### src/rtl/img_pkg.sv
// Shared types and geometry for the binarization pipeline stages.
package img_pkg;

  localparam int PIX_W_DEF  = 8;
  localparam int IMG_WIDTH  = 1920;
  localparam int IMG_HEIGHT = 1080;

  typedef struct packed {
    logic bit_val;
    logic sof;
    logic eol;
    logic eof;
  } beat_t;

  localparam int BEAT_W = $bits(beat_t);

  typedef enum logic {
    IDLE,
    ACTIVE
  } state_t;

endpackage

### src/rtl/stream_skid_buf.sv
// Two-entry valid/ready skid buffer; one cycle from accept to out_valid.
// in_ready depends only on occupancy, so a full buffer simply stalls upstream.
module stream_skid_buf #(
  parameter int W = 4
) (
  input  logic         clk,
  input  logic         rst,
  input  logic         in_valid,
  output logic         in_ready,
  input  logic [W-1:0] in_data,
  output logic         out_valid,
  input  logic         out_ready,
  output logic [W-1:0] out_data
);

  logic [W-1:0] mem [2];
  logic         wr_ptr;
  logic         rd_ptr;
  logic [1:0]   count;
  logic         push;
  logic         pop;

  assign in_ready  = (count < 2'd2);
  assign out_valid = (count != 2'd0);
  assign out_data  = mem[rd_ptr];
  assign push      = in_valid && in_ready;
  assign pop       = out_valid && out_ready;

  always_ff @(posedge clk or posedge rst) begin
    if (rst) begin
      mem[0] <= '0;
      mem[1] <= '0;
      wr_ptr <= 1'b0;
      rd_ptr <= 1'b0;
      count  <= 2'd0;
    end else begin
      if (push) begin
        mem[wr_ptr] <= in_data;
        wr_ptr      <= ~wr_ptr;
      end
      if (pop) begin
        rd_ptr <= ~rd_ptr;
      end
      case ({push, pop})
        2'b10:   count <= count + 2'd1;
        2'b01:   count <= count - 2'd1;
        default: count <= count;
      endcase
    end
  end

endmodule

### src/rtl/image_binarize_stream.sv
// Raster-order grayscale to binary stream with sof/eol/eof markers and resync on early sof.
// One cycle latency through a 2-entry skid buffer; in_ready drops only when that buffer is full.
module image_binarize_stream
  import img_pkg::*;
#(
  parameter int WIDTH  = IMG_WIDTH,
  parameter int HEIGHT = IMG_HEIGHT,
  parameter int PIX_W  = PIX_W_DEF
) (
  input  logic             clk,
  input  logic             rst,
  input  logic             in_valid,
  output logic             in_ready,
  input  logic [PIX_W-1:0] in_pix,
  input  logic             in_sof,
  input  logic [PIX_W-1:0] cfg_thr,
  input  logic             cfg_inv,
  output logic             out_valid,
  input  logic             out_ready,
  output logic             out_bit,
  output logic             out_sof,
  output logic             out_eol,
  output logic             out_eof,
  output logic             err_resync,
  output logic [15:0]      frame_cnt
);

  // Width 1 keeps the counters legal for degenerate 1-pixel geometries.
  localparam int XW = (WIDTH > 1) ? $clog2(WIDTH) : 1;
  localparam int YW = (HEIGHT > 1) ? $clog2(HEIGHT) : 1;
  localparam logic [XW-1:0] X_LAST = XW'(WIDTH - 1);
  localparam logic [YW-1:0] Y_LAST = YW'(HEIGHT - 1);

  state_t           state, state_nxt;
  logic [XW-1:0]    x, x_nxt, x_cur;
  logic [YW-1:0]    y, y_nxt, y_cur;
  logic [PIX_W-1:0] thr, thr_nxt, thr_use;
  logic             inv, inv_nxt, inv_use;
  logic             accept;
  logic             emit;
  logic             resync_nxt;
  logic             frame_done;
  beat_t            beat;
  beat_t            out_beat;
  logic [BEAT_W-1:0] buf_data;

  assign accept = in_valid && in_ready;

  always_ff @(posedge clk or posedge rst) begin
    if (rst) state <= IDLE;
    else     state <= state_nxt;
  end

  always_comb begin
    state_nxt  = state;
    x_nxt      = x;
    y_nxt      = y;
    thr_nxt    = thr;
    inv_nxt    = inv;
    emit       = 1'b0;
    resync_nxt = 1'b0;
    frame_done = 1'b0;

    // A sof pixel uses the freshly sampled config and restarts the raster itself.
    thr_use = in_sof ? cfg_thr : thr;
    inv_use = in_sof ? cfg_inv : inv;
    x_cur   = in_sof ? '0 : x;
    y_cur   = in_sof ? '0 : y;

    beat.bit_val = (in_pix <= thr_use) ^ inv_use;
    beat.sof     = in_sof;
    beat.eol     = (x_cur == X_LAST);
    beat.eof     = (x_cur == X_LAST) && (y_cur == Y_LAST);

    if (accept && (in_sof || state == ACTIVE)) begin
      emit       = 1'b1;
      thr_nxt    = thr_use;
      inv_nxt    = inv_use;
      resync_nxt = in_sof && (state == ACTIVE);
      if (beat.eof) begin
        x_nxt      = '0;
        y_nxt      = '0;
        frame_done = 1'b1;
        state_nxt  = IDLE;
      end else if (beat.eol) begin
        x_nxt     = '0;
        y_nxt     = y_cur + YW'(1);
        state_nxt = ACTIVE;
      end else begin
        x_nxt     = x_cur + XW'(1);
        y_nxt     = y_cur;
        state_nxt = ACTIVE;
      end
    end
  end

  always_ff @(posedge clk or posedge rst) begin
    if (rst) begin
      x          <= '0;
      y          <= '0;
      thr        <= '0;
      inv        <= 1'b0;
      err_resync <= 1'b0;
      frame_cnt  <= 16'd0;
    end else begin
      x          <= x_nxt;
      y          <= y_nxt;
      thr        <= thr_nxt;
      inv        <= inv_nxt;
      err_resync <= resync_nxt;
      if (frame_done) frame_cnt <= frame_cnt + 16'd1;
    end
  end

  stream_skid_buf #(
    .W(BEAT_W)
  ) u_skid (
    .clk      (clk),
    .rst      (rst),
    .in_valid (emit),
    .in_ready (in_ready),
    .in_data  (beat),
    .out_valid(out_valid),
    .out_ready(out_ready),
    .out_data (buf_data)
  );

  assign out_beat = buf_data;
  assign out_bit  = out_beat.bit_val;
  assign out_sof  = out_beat.sof;
  assign out_eol  = out_beat.eol;
  assign out_eof  = out_beat.eof;

endmodule

### config.mk
export PLATFORM = sky130hd
export DESIGN_NAME = image_binarize_stream
export DESIGN_NICKNAME = d
export VERILOG_FILES = /design/src/rtl/img_pkg.sv /design/src/rtl/stream_skid_buf.sv /design/src/rtl/image_binarize_stream.sv
export SDC_FILE = /design/constraint.sdc
export NUM_CORES = 1
export LEC_CHECK = 0
export BUFFER_PORTS_ARGS = -buffer_cell sky130_fd_sc_hd__buf_2
export CAP_MARGIN = 10
export CELL_PAD_IN_SITES_DETAIL_PLACEMENT = 0
export CELL_PAD_IN_SITES_GLOBAL_PLACEMENT = 1
export CORE_UTILIZATION = 45
export DETAILED_ROUTE_END_ITERATION = 8
export GPL_ROUTABILITY_DRIVEN = 0
export HOLD_SLACK_MARGIN = 0.15
export PLACE_DENSITY_LB_ADDON = 0.1
export SYNTH_ARGS = -nofsm -noshare
export SYNTH_HDL_FRONTEND = slang
export SYNTH_SLANG_ARGS = --single-unit
### constraint.sdc
create_clock -name clk -period 3.9 [get_ports clk]
set_input_delay 0.39 -clock clk [delete_from_list [all_inputs] [get_ports clk]]
set_output_delay 0.39 -clock clk [all_outputs]
set_load 0.05 [all_outputs]
==> flow_summary_export.csv, run 1 <==
group,metric,value,unit
yosys,yosys.area.top_type_share,44.1,%
clock_network,cts_max_level,3,
detailed_routing,highest_layer,"met4",
detailed_routing,drtIter0Drc,163,
yosys,netlist_top_cells_area,"dfrtp_1 (44%), nand2_1 (5.1%), o21ai_0 (4.8%)",
die,dieWidth,89.7,µm
finish,drive_gt1_share,20.8,%
die,top_level_ports,45,
clock_network,cts_tree,"done",
global_route,grt_max_degree,46,
worst_setup_path,worstSetupEndpointType,"flip-flop",
sta,rsz0062_at_grt,"false",
yosys,synth-edff-count,0,
finish,nets,438,
sta,worstMarginPinSlew,0.857,ns
clock_network,clkTransAtPathRegs,0.07,ns
clock_network,clock_latency,0.34,ns
detailed_routing,wl_met1,3930,µm
sta,fin_tns_setup,0,ns
finish,nFillCells,668,
detailed_routing,wl_met3,322,µm
finish,antenna_cells,0,
power,finalPower,1.94,mW
yosys,netlist_area,3460,µm²
detailed_routing,ant_nets,0,
global_route,first_global_vias,2762,
yosys,yosysMostFrequentCell,"dfrtp_1",
yosys,synthDistinctLibCells,50,
die,rows,31,
sta,period_share,74.9,%
clock_network,cts_setup_buffers,0,
global_route,grt_pass1_wl,13400,µm
die,die_area,8050,µm²
sta,finalHoldViolations,0,
worst_setup_path,cp_max_fo,12,
sta,whs,0.210,ns
yosys,synthCells,359,
yosys,synth_nets,393,
worst_setup_path,r2r_start,"x[0]",
clock_network,cts_buffer_depth,2,
yosys,seq_area_frac_synth,44.1,%
yosys,ys.flop_type,"dfrtp_1",
worst_setup_path,r2r_slack,0.98,ns
global_route,antenna_found_initial,0,
clock_network,numCtsBuffers,9,
yosys,async_reset_ff_share,100,%
clock_network,cts_sinks,61,
power,vdd_ir_drop_max,0.466,mV
sta,slew_headroom,42.8,%
sta,fin_crit,2.92,ns
worst_setup_path,critPathMaxStageDelay,0.61,ns
yosys,ys_ff_latch,61,
detailed_routing,detail_route.wl_per_cell,15.2,µm
sta,setup_slack,0.979,ns
place,dp_worst_setup_slack,0.869,ns
worst_setup_path,crit_path_start,"x[0]",
sta,drv_slew,0,
worst_setup_path,critical_path_class,"reg2reg",
flow_run,drv_cap,0,
detailed_routing,drt-vias-per-instance,5.48,
die,die_h,89.7,µm
yosys,yosys.area.top_type,"dfrtp_1",
place,dpl.hpwl,5380,µm
clock_network,cts-hold-fix-buffers,0,
die,core_area,7330,µm²
global_route,track_usage,20.9,%
detailed_routing,drc,0,
sta,fmax,0.342,GHz
sta,skew,0.00881,ns
yosys,synth_warnings,0,
worst_setup_path,crit_path_top_delay_cell,"or4_4",
detailed_routing,vias,2778,
yosys,yosys-top-cells-count,"dfrtp_1 (61), nand2_1 (47), o21ai_0 (33)",
hold_path,hold_path_class,"in2async",
detailed_routing,dr.pass1.iters,4,
die,start_util,47.2,%
power,p_leak,1.98,nW
detailed_routing,routed_wl,7720,µm
clock_network,cts_resized,0,
worst_setup_path,path_cells,"nor2b_1, ha_1, nand4b_4, or4_4, or3_4, nor4_1, xor2_1",
clock_network,cts-root-buf,"clkbuf_8",
status,outcome,"finished, final reports clean",
global_route,grt-ovfl-total,0,
worst_setup_path,worst-path-buf-inv,0,
place,port_buffers,44,
yosys,synth.avg_cell_area,9.65,µm²
sta,setup_viol,0,
worst_setup_path,cp.arrival,3.19,ns
worst_setup_path,startpoint_type,"flip-flop",
worst_setup_path,crit_family,"simple AND/OR/NAND/NOR gates",
power,p_per_area,488,nW/µm²
detailed_routing,route.met2.wl,3360,µm
finish,area_growth,14.6,%
worst_setup_path,required,4.17,ns
==> worst register-to-register path, cell delays in order (launching register included) <==
cell and delay (ns):
dfrtp_1 0.38, nor2b_1 0.35, ha_1 0.33, nand4b_4 0.18, or4_4 0.61, or3_4 0.49, nor4_1 0.35, xor2_1 0.17
==> final timing paths <==
path,to,depth (start not counted)
max reg2reg,frame_cnt[12],7
min in group clk,inv,2
max,frame_cnt[12],7
min reg2reg,frame_cnt[15],1
min,frame_cnt[1],2
max in group asynchronous,thr[3],3
==> routing by layer <==
layer / global-route usage, % / vias up
li1: - / 1400
met1: 29.3 / 1308
met2: 32.2 / 59
met3: 4.15 / 11
met4: 6.97 / 0
met5: 0 / -
==> cells in the final DEF (no fill, tap or decap), types with 3 or more instances in the layout <==
master,instances
dfrtp_1,61
nand2_1,47
buf_2,44
o21ai_0,33
nor2_1,20
nand3_1,18
xor2_1,16
nor3_1,13
ha_1,12
mux2_2,11
clkbuf_8,11
mux2i_1,10
a21oi_1,9
inv_1,8
nand4_1,8
nor2b_1,7
a31oi_1,6
buf_4,6
and3_1,5
nor4_1,5
o211ai_1,4
or3_1,3
xnor2_1,3
and4_1,3
o41ai_1,3
==> state kept, by name (all words and copies together), names as in the netlist <==
signal         flops
frame_cnt         16
x                 11
y                 11
thr                8
u_skid.mem         8
u_skid.count       2
err_resync         1
inv                1
state              1
u_skid.rd_ptr      1
u_skid.wr_ptr      1
==> cell families after synthesis <==
family,count (synthesis),synth area share (%)
fa+ha+maj,12,4.34
buf+inv,26,3.47
xor+xnor,19,4.80
mux,21,6.47
compound gates,71,12.9
flops,61,44.1
simple gates,149,23.9
==> area by class of cell <==
class / count / area (µm²) / area share (%)
well taps: 99 / 124 / 3.12
multi-input cells: 272 / 1820 / 45.8
inverters: 10 / 37.5 / 0.946
clock inverters: 4 / 47.5 / 1.20
clock buffers: 11 / 151 / 3.81
flip-flops and latches: 61 / 1530 / 38.5
repair buffers: 50 / 265 / 6.68
==> report_power, final <==
part	switching, mW	internal, mW	leakage (nW)
Combinational	0.338	0.196	1.06
Clock	0.250	0.324	0.101
Sequential	0.0879	0.740	0.816
Total	0.676	1.26	1.98
==> metrics by stage <==
stage                     utilization, %  cells  cell area, µm²
after floorplan                        -    359            3460
after global placement              51.4    492            3770
after detailed placement            51.4    492            3770
after CTS                           54.1    507            3970
after global routing                54.1    507            3970
final                               54.1    507            3970
(Power assumes the default switching activity.)
==> run 2, diff against run 1 <==
clock period = 2.8 ns   (was 3.9 ns; I/O delays follow)
==> run 2 against run 1 <==
Core utilization is 0.58 points higher; global-route usage grew 0.59 points; hold slack got worse by 0.022 ns; first-iteration DRC count is 6.1% higher; clock skew hardly changed; fmax increased by 12%; sequential power increased by 39%; die area unchanged; clock power increased by 39%; wire length unchanged; critical path type unchanged.
==> flow_summary_export.csv, run 2 (synthesis gave the netlist of run 1 again) <==
group,metric,value,unit
global_route,grt-ovfl-total,0,
finish,drive_gt1_share,22.3,%
die,dieWidth,89.7,µm
worst_setup_path,cp.arrival,2.87,ns
sta,fin_crit,2.61,ns
power,p_per_area,673,nW/µm²
clock_network,cts_tree,"done",
worst_setup_path,startpoint_type,"flip-flop",
power,p_leak,2.00,nW
detailed_routing,ant_nets,0,
sta,setup_viol,0,
sta,rsz0062_at_grt,"false",
worst_setup_path,worstRegToRegCells,7,
finish,largest_register_ffs,16,
place,place_area,3810,µm²
global_route,track_usage,21.4,%
finish,nets,443,
worst_setup_path,worstSetupEndpointType,"flip-flop",
sta,fmax,0.383,GHz
finish,area_growth,15.8,%
clock_network,cts_setup_buffers,0,
place,dpl.hpwl,5600,µm
die,die_area,8050,µm²
flow_run,drv_cap,0,
power,finalPower,2.70,mW
finish,finish.utilization,54.7,%
die,die_h,89.7,µm
sta,skew,0.00922,ns
sta,drv_slew,0,
clock_network,numCtsBuffers,9,
power,vdd_ir_drop_max,0.561,mV
detailed_routing,detail_route.wl_per_cell,15.1,µm
finish,top_regs,"frame_cnt: 16 flops, x: 11 flops, y: 11 flops",
sta,finalHoldViolations,0,
status,outcome,"finished, final reports clean",
sta,worstMarginPinSlew,1.05,ns
clock_network,clock_latency,0.34,ns
clock_network,cts-hold-fix-buffers,0,
sta,fin_tns_setup,0,ns
die,rows,31,
finish,fin_area,4010,µm²
finish,nFillCells,704,
sta,period_share,93.2,%
global_route,grt_max_degree,50,
clock_network,cts_resized,0,
hold_path,min_path_cells,2,
detailed_routing,vias,2797,
worst_setup_path,cp_max_fo,12,
detailed_routing,drt-vias-per-instance,5.46,
worst_setup_path,required,3.07,ns
worst_setup_path,critical_path_class,"reg2reg",
global_route,antenna_found_initial,0,
detailed_routing,drtIter0Drc,173,
hold_path,hold_path_class,"in2reg",
detailed_routing,routed_wl,7720,µm
die,start_util,47.2,%
place,port_buffers,44,
die,core_area,7330,µm²
detailed_routing,drc,0,
clock_network,cts_buffer_depth,2,
sta,setup_slack,0.191,ns
finish,top_register,"frame_cnt",
detailed_routing,dr.pass1.iters,4,
finish,layout_commonest_cell,"dfrtp_1",
finish,most-common-layout-cells,"dfrtp_1 (61), nand2_1 (47), buf_2 (44)",
place,dp_worst_setup_slack,0.135,ns
clock_network,cts_sinks,61,
clock_network,cts-root-buf,"clkbuf_8",
finish,antenna_cells,0,
die,top_level_ports,45,
sta,slew_headroom,29.9,%
global_route,grt_pass1_wl,13900,µm
clock_network,clkTransAtPathRegs,0.07,ns
global_route,first_global_vias,2862,
clock_network,cts_max_level,3,
## run 2: cell types whose count changed in the layout (fill, tap and decap cells not counted)
cell     before  now
buf_4         6   11
ha_1         12   11
ha_2          0    1
nor2b_1       7    6
nor2b_2       0    1
## run 2: final cells by class
type	instances	area (µm²)	share of cell area, %
clock buffers	11	151	3.77
clock inverters	4	47.5	1.19
inverters	10	37.5	0.936
multi-input cells	272	1820	45.4
flip-flops and latches	61	1530	38.1
well taps	99	124	3.09
repair buffers	55	303	7.55
## run 2: metal layers
| layer | GRT usage, % | routed length [µm] |
|---|---|---|
| met1 | 29.4 | 3930 |
| met2 | 33.6 | 3450 |
| met3 | 3.81 | 236 |
| met4 | 8.61 | 108 |
| met5 | 0 | 0 |
## run 2: power by group
| group | switching [mW] | internal [mW] |
|---|---|---|
| registers | 0.121 | 1.03 |
| logic | 0.466 | 0.287 |
| clock network | 0.343 | 0.451 |
## run 2: worst paths after layout
kind	to	slack, ns	start
max in group asynchronous	u_skid.mem[7]	1.86	rst
max	frame_cnt[12]	0.19	x[0]
min in group asynchronous	u_skid.count[0]	0.20	rst
min	inv	0.19	cfg_inv
min reg2reg	frame_cnt[15]	0.46	frame_cnt[15]
max reg2reg	frame_cnt[12]	0.19	x[0]
## run 2: through the flow
step / std cells / hold slack [ns]
6_report: 512 / 0.188
5_1_grt: 512 / 0.207
4_1_cts: 512 / 0.184
3_5_place_dp: 497 / 0.452
3_3_place_gp: 497 / 0.452
2_1_floorplan: 359 / 0.430
## run 2: critical path: stages, from the launching register on
cell and delay [ns]:
dfrtp_1 0.40, nor2b_2 0.20, ha_2 0.25, nand4b_4 0.16, or4_4 0.49, or3_4 0.49
nor4_1 0.37, xor2_1 0.18
==> run 3, diff against run 2 <==
BUFFER_PORTS_ARGS = -buffer_cell sky130_fd_sc_hd__clkbuf_2   (was -buffer_cell sky130_fd_sc_hd__buf_2)
==> run 3 against run 2 <==
Combinational power about the same; sequential power about the same; flip-flop and latch count is the same; critical path depth did not move; non-clock buffer count shrank 1; clock power increased by 8.9%; clock-buffer cell count fell by 1; first-iteration DRC count fell by 16%; via count grew 1.6%; core utilization rose by 0.32 points; final area increased by 0.59%; cell count did not move; critical path type unchanged; largest cell class unchanged.
==> flow_summary_export.csv, run 3 (synthesis gave the netlist of run 1 again) <==
group,metric,value,unit
finish,area_growth,16.5,%
flow_run,drv_cap,0,
die,start_util,47.2,%
place,dpl.hpwl,5420,µm
detailed_routing,ant_nets,0,
power,p_leak,1.99,nW
status,outcome,"finished, final reports clean",
detailed_routing,vias,2841,
global_route,grt_max_degree,62,
global_route,grt_pass1_wl,13300,µm
hold_path,hold_path_class,"in2reg",
worst_setup_path,critical_path_class,"reg2reg",
hold_path,min_to,"inv",
global_route,grt_util_met2,31.9,%
place,place_area,3810,µm²
worst_setup_path,cp_max_fo,12,
hold_path,min_path_cells,2,
sta,period_share,91.1,%
die,rows,31,
global_route,met3_usage,3.55,%
worst_setup_path,cp.arrival,2.82,ns
finish,layout_commonest_cell,"dfrtp_1",
hold_path,hp-start,"cfg_inv",
die,die_area,8050,µm²
finish,instances_no_fill,512,
finish,nFillCells,661,
clock_network,numCtsBuffers,9,
finish,top_regs,"frame_cnt: 16 flops, x: 11 flops, y: 11 flops",
sta,fin_crit,2.55,ns
finish,seqCellArea,1530,µm²
die,dieWidth,89.7,µm
global_route,use_met1,29.2,%
worst_setup_path,worstRegToRegCells,7,
clock_network,cts-root-buf,"clkbuf_8",
sta,slew_headroom,63.2,%
finish,drive_gt1_share,21.8,%
sta,fin_tns_setup,0,ns
global_route,first_global_vias,2649,
clock_network,clkTransAtPathRegs,0.08,ns
sta,whs,0.193,ns
power,finalPower,2.77,mW
finish,fin_area,4040,µm²
sta,worstMarginPinSlew,0.551,ns
sta,drv_slew,0,
finish,antenna_cells,0,
sta,setup_slack,0.248,ns
finish,multi_input_area,1820,µm²
clock_network,cts_sinks,61,
global_route,grt-ovfl-total,0,
clock_network,cts_setup_buffers,0,
worst_setup_path,r2r_slack,0.25,ns
die,die_h,89.7,µm
sta,skew,0.00954,ns
place,dp_worst_setup_slack,0.242,ns
sta,rsz0062_at_grt,"false",
clock_network,cts_resized,0,
clock_network,cts_tree,"done",
detailed_routing,drc,0,
detailed_routing,routed_wl,7710,µm
clock_network,cts_buffer_depth,2,
clock_network,clock_latency,0.34,ns
worst_setup_path,startpoint_type,"flip-flop",
worst_setup_path,required,3.07,ns
detailed_routing,detail_route.wl_per_cell,15.1,µm
finish,nets,442,
sta,fmax,0.392,GHz
die,top_level_ports,45,
finish,finish.utilization,55.0,%
global_route,busiest_layer,"met2",
detailed_routing,dr.pass1.iters,4,
place,port_buffers,44,
worst_setup_path,r2r_start,"x[0]",
place,dp_cells,495,
detailed_routing,drt-vias-per-instance,5.55,
power,p_per_area,687,nW/µm²
die,core_area,7330,µm²
worst_setup_path,worstSetupEndpointType,"flip-flop",
worst_setup_path,worstReg2RegEnd,"frame_cnt[12]",
global_route,antenna_found_initial,0,
finish,top_register,"frame_cnt",
detailed_routing,drtIter0Drc,146,
finish,largest_register_ffs,16,
global_route,track_usage,20.8,%
power,vdd_ir_drop_max,0.521,mV
clock_network,cts_max_level,3,
sta,setup_viol,0,
finish,most-common-layout-cells,"dfrtp_1 (61), nand2_1 (47), clkbuf_2 (44)",
sta,finalHoldViolations,0,
==> run 3: how the worst max path moves through the flow <==
stage,startpoint,endpoint,slack (ns),cells past startpoint
final,x[0],frame_cnt[12],0.25,7
after global routing,x[0],frame_cnt[12],0.13,7
after CTS,x[0],frame_cnt[12],0.23,7
after detailed placement,x[0],frame_cnt[12],0.24,7
after global placement,in_sof,frame_cnt[12],0.30,8
after floorplan,in_sof,frame_cnt[1],0.04,10
==> run 3: where the power goes <==
group          total [mW]  leakage (nW)  internal, mW  switching, mW
clock               0.866         0.110         0.501          0.365
sequential           1.15         0.816          1.03          0.124
combinational       0.752          1.07         0.283          0.469
total                2.77          1.99          1.81          0.958
==> run 3: metal layers <==
metal,share of wire (%),wire [µm]
met5,0,0
met4,1.1,81
met3,2.8,219
met2,46,3520
met1,50,3890
==> run 3: what timing repair did <==
| action | 4_1_cts | 5_1_grt |
|---|---|---|
| setup endpoints to repair | 0 | 0 |
| endpoints found under the hold margin | 61 | 0 |
| hold buffers | 1 | 0 |
==> run 3: area by class of cell <==
class / count / area share, %
clock buffers: 10 / 3.16
well taps: 99 / 3.07
clock inverters: 6 / 2.17
flip-flops and latches: 61 / 37.8
repair buffers: 54 / 7.69
inverters: 10 / 0.930
multi-input cells: 272 / 45.1
==> run 3: worst max-delay path: stages (launching register included) <==
cell and delay (ns):
dfrtp_1 0.40, nor2b_2 0.18, ha_2 0.25, nand4b_4 0.16, or4_4 0.49, or3_4 0.48
nor4_1 0.34, xor2_1 0.18
